## config.mk

```make
export PLATFORM = sky130hd
export DESIGN_NAME = pipe_mux_reg
export DESIGN_NICKNAME = d
export VERILOG_FILES = /design/src/rtl/pipe_mux_reg.sv
export SDC_FILE = /design/constraint.sdc
export NUM_CORES = 1
export LEC_CHECK = 0
export CAP_MARGIN = 20
export CORE_MARGIN = 1.5
export CORE_UTILIZATION = 36
export CTS_CLUSTER_DIAMETER = 100
export DETAILED_ROUTE_END_ITERATION = 8
export PLACE_DENSITY = 0.95
export SYNTH_ARGS = -nofsm -noshare
export SYNTH_HDL_FRONTEND = slang
export SYNTH_SLANG_ARGS = --single-unit
```

## constraint.sdc

```tcl
create_clock -name clk -period 1.2 [get_ports clk]
set_input_delay 0.12 -clock clk [delete_from_list [all_inputs] [get_ports clk]]
set_output_delay 0.12 -clock clk [all_outputs]
set_load 0.03 [all_outputs]
```

## src/rtl/pipe_mux_reg.sv

```systemverilog
// pipe_mux_reg: N:1 operand selector feeding a PIPE_DEPTH-stage register
// pipeline with valid tracking, stall (hold) and flush (bubble insertion).
// Out-of-range select codes yield zero data.
// Optional feature macro: PIPE_MUX_SEL_CHECK_EN adds a sticky sel_err output
// flagging any advancing valid entry whose select code is out of range.
module pipe_mux_reg #(
  parameter int WIDTH      = 16,
  parameter int NUM_IN     = 8,
  parameter int SEL_W      = 3,
  parameter int PIPE_DEPTH = 1
) (
  input  logic                    clk,
  input  logic                    reset,
  input  logic [NUM_IN*WIDTH-1:0] in_bus,
  input  logic [SEL_W-1:0]        ctrl_sig,
  input  logic                    in_valid,
  input  logic                    stall,
  input  logic                    flush,
  output logic [WIDTH-1:0]        op,
  output logic                    op_valid
`ifdef PIPE_MUX_SEL_CHECK_EN
  ,
  output logic                    sel_err
`endif
);

  logic [WIDTH-1:0] sel_data;
  logic [WIDTH-1:0] data_q  [PIPE_DEPTH];
  logic             valid_q [PIPE_DEPTH];
  logic [WIDTH-1:0] data_d  [PIPE_DEPTH];
  logic             valid_d [PIPE_DEPTH];
  logic             advance;

  assign advance = !flush && !stall;

  // Select the addressed input; codes with no matching input fall through to zero.
  always_comb begin
    sel_data = '0;
    for (int k = 0; k < NUM_IN; k++) begin
      if (ctrl_sig == SEL_W'(k)) begin
        sel_data = in_bus[k*WIDTH +: WIDTH];
      end
    end
  end

  // Stage 0 takes the selected operand, zeroed for bubbles so idle slots carry no stale data.
  assign data_d[0]  = in_valid ? sel_data : '0;
  assign valid_d[0] = in_valid;

  // Later stages take the contents of the stage before them.
  genvar gi;
  generate
    for (gi = 1; gi < PIPE_DEPTH; gi++) begin : g_chain
      assign data_d[gi]  = data_q[gi-1];
      assign valid_d[gi] = valid_q[gi-1];
    end
  endgenerate

  // Pipeline registers: flush clears everything, stall holds, otherwise shift.
  always_ff @(posedge clk or posedge reset) begin
    if (reset) begin
      for (int i = 0; i < PIPE_DEPTH; i++) begin
        data_q[i]  <= '0;
        valid_q[i] <= 1'b0;
      end
    end else if (flush) begin
      for (int i = 0; i < PIPE_DEPTH; i++) begin
        data_q[i]  <= '0;
        valid_q[i] <= 1'b0;
      end
    end else if (!stall) begin
      for (int i = 0; i < PIPE_DEPTH; i++) begin
        data_q[i]  <= data_d[i];
        valid_q[i] <= valid_d[i];
      end
    end
  end

  assign op       = data_q[PIPE_DEPTH-1];
  assign op_valid = valid_q[PIPE_DEPTH-1];

`ifdef PIPE_MUX_SEL_CHECK_EN
  logic sel_in_range;
  logic sel_err_q;

  assign sel_in_range = (32'(ctrl_sig) < NUM_IN);

  // Sticky error: only reset clears it, so a flush cannot hide a bad select.
  always_ff @(posedge clk or posedge reset) begin
    if (reset) begin
      sel_err_q <= 1'b0;
    end else if (advance && in_valid && !sel_in_range) begin
      sel_err_q <= 1'b1;
    end
  end

  assign sel_err = sel_err_q;
`else
  logic unused_advance;
  assign unused_advance = advance;
`endif

endmodule
```

==> impl_metrics.csv <==
group,metric,value,unit
floorplanning,ios,153,
sta,worst_pin_slew,672,ps
floorplanning,die_x,74.6,µm
route,first_pass_iters,5,
sta,max_freq,821,MHz
clock_tree,path_clk_slew,70,ps
flow_run,cap_violations,0,
route,drt_iter0_drc,280,
sta,rsz0062_at_grt,"true",
sta,fin_crit_sh,101,%
power_and_ir_drop,ir_worst_vdd,325,µV
clock_tree,cts_buffers,3,
status,status,"finished with violations",
clock_tree,cts_tree,"built",
floorplanning,start_util,38.3,%
global_routing,overflow,0,
route,antenna_left,0,
synthesis,ys_seq_elements,17,
synthesis,ys_types,30,
place,dp.final_hpwl,6.50,mm
worst_setup_path,cp-start-kind,"input port",
worst_setup_path,cp_max_fo,6,
place,io_buffers,152,
power_and_ir_drop,power.leakage,1.74,nW
floorplanning,die_h,74.6,µm
final_layout,post_route_cells_drive_above_1_share,16.7,%
route,via_per_inst,5.97,
global_routing,grt_util_all_layers,31.5,%
final_layout,antennaDiodeCount,0,
synthesis,seq_area_frac_synth,23.1,%
final_layout,fin_area,3800,µm²
worst_setup_path,cp-end-kind,"flip-flop",
floorplanning,core,4820,µm²
final_layout,synthToLayoutAreaGrowth,106,%
sta,relSlewSlack,54.9,%
sta,finalHoldViolations,0,
sta,finalSetupViolCount,4,
place,place_congestion,0.886,
global_routing,grt_pass1_vias,2805,
clock_tree,clkLatencyLatePin,250,ps
status,violations,"negative setup slack",
power_and_ir_drop,p_total,2.21,mW
worst_setup_path,cp.required,1330,ps
global_routing,grt_max_degree,26,
global_routing,grt_pass1_wl,13.2,mm
synthesis,synthCells,243,
min_path,min_path_type,"in -> async",
floorplanning,die-area,5560,µm²
sta,timing.final.ws_setup,-17.9,ps
synthesis,syn_area_per_cell,7.58,µm²
sta,period_needed,1220,ps
sta,report.final.slew_viol_count,0,
clock_tree,cts_buffer_depth,2,
route,vias,2792,
route,wl_per_cell,19.5,µm
route,wl,9.14,mm
worst_setup_path,cp.arrival,1350,ps
route,remaining_drc_errors,0,
clock_tree,clock-sinks,17,
power_and_ir_drop,cellPowerDensity,582,nW/µm²
synthesis,ys.warnings.count,0,
clock_tree,cts_max_level,1,
sta,fin_skew,0,ps
final_layout,layout.nets,538,
worst_setup_path,critPathKind,"in -> reg",
synthesis,synth_nets,379,
clock_tree,root_buffer,"clkbuf_8",
global_routing,grt_antenna_before_repair,0,
sta,setup_tns,-29.4,ps
place,dpl_cell_area,3530,µm²
floorplanning,rows,25,
synthesis,synth.cell_area,1840,µm²
-- through the flow --
step	util [%]	setup slack (ps)	hold slack (ps)	cells
floorplan	-	-82.9	46.1	243
global placement	73.3	-816	454	457
detailed placement	73.3	-923	454	457
CTS	76.2	-85.2	188	465
global route	78.8	-67.8	200	468
finish	78.8	-17.9	185	468
-- final cells by class --
class	instances	area (µm²)
Timing Repair Buffer	181	1830
Multi-Input combinational cell	197	1410
Fill cell	328	1020
Sequential cell	17	425
Tap cell	67	83.8
Clock buffer	3	41.3
Inverter	2	7.51
Clock inverter	1	5.00
-- where the power goes --
| part | switching (mW) | internal (mW) |
|---|---|---|
| Sequential | 0.0200 | 0.601 |
| Clock | 0.197 | 0.230 |
| Combinational | 0.489 | 0.672 |
-- sequential cells by signal, indices dropped and copies added, names as in the netlist --
| signal | count |
|---|---|
| op | 16 |
| op_valid | 1 |
-- cells in the final DEF (no fill, tap or decap), types with 11 or more instances in the layout --
cell type,count
a21oi_1,27
a221o_1,22
buf_4,17
clkdlybuf4s50_1,104
dfrtp_1,17
dlygate4sd2_1,33
dlymetal6s2s_1,11
mux2i_1,18
nand2_1,35
nand2b_1,15
-- final timing paths --
check,slack [ps],depth (start not counted),start,to
max in group asynchronous,820,3,reset,op[3]
hold reg to reg,490,2,op_valid,op_valid
setup / recovery,-20,7,ctrl_sig[0],op[12]
hold / removal,190,3,reset,op[9]
min in group clk,380,5,in_bus[64],op[0]
setup reg to reg,320,1,op[11],op[11]
-- cell families after synthesis --
logic type / after synthesis / synth area share, %
AO/OA/AOI/OAI: 105 / 38.3
buffers and inverters: 29 / 8.08
flip-flops: 17 / 23.1
multiplexers: 22 / 12.0
AND/OR/NAND/NOR: 70 / 18.5
-- cells in the mapped netlist --
library cell,count,area [µm²]
a21oi_1,30,150
a221o_1,22,220
a22o_1,1,8.76
a22oi_1,4,30.0
and2_1,1,6.26
buf_2,13,65.1
buf_4,2,15.0
buf_6,2,22.5
clkbuf_1,9,33.8
clkbuf_2,1,5.00
dfrtp_1,17,425
inv_1,1,3.75
inv_2,1,3.75
mux2_2,1,11.3
mux2i_1,21,210
nand2_1,35,131
nand2b_1,17,106
nand3_1,2,10.0
nand3b_1,3,22.5
nor2_1,3,11.3
nor2b_1,1,6.26
nor3_1,5,25.0
nor3b_1,1,7.51
o21a_1,1,7.51
o21ai_0,30,150
o221ai_1,2,17.5
o22ai_1,4,25.0
o2bb2ai_1,11,96.3
or2_2,1,6.26
or3b_1,1,8.76
-- repair_timing --
item,in CTS,in global routing
hold buffers,0,0
gates resized for setup,59,43
setup endpoints to repair,33,14
setup buffers,2,2
pin swaps,24,25
endpoints found under the hold margin,0,0
gates cloned,2,1
-- metal layers --
layer  GRT usage, %  vias up  part of all wire, %
met1           35.7     1273                   37
met5              0        -                    0
li1               -     1241                    -
met3           6.64       46                  9.5
met2           55.8      232                   49
met4           15.6        0                  4.4
-- critical path: stages --
cell,delay [ps]
buf_12,120
buf_16,120
nand3b_1,140
buf_6,160
o21ai_2,60
a221o_1,280
a221o_1,340
(Power assumes the default switching activity.)
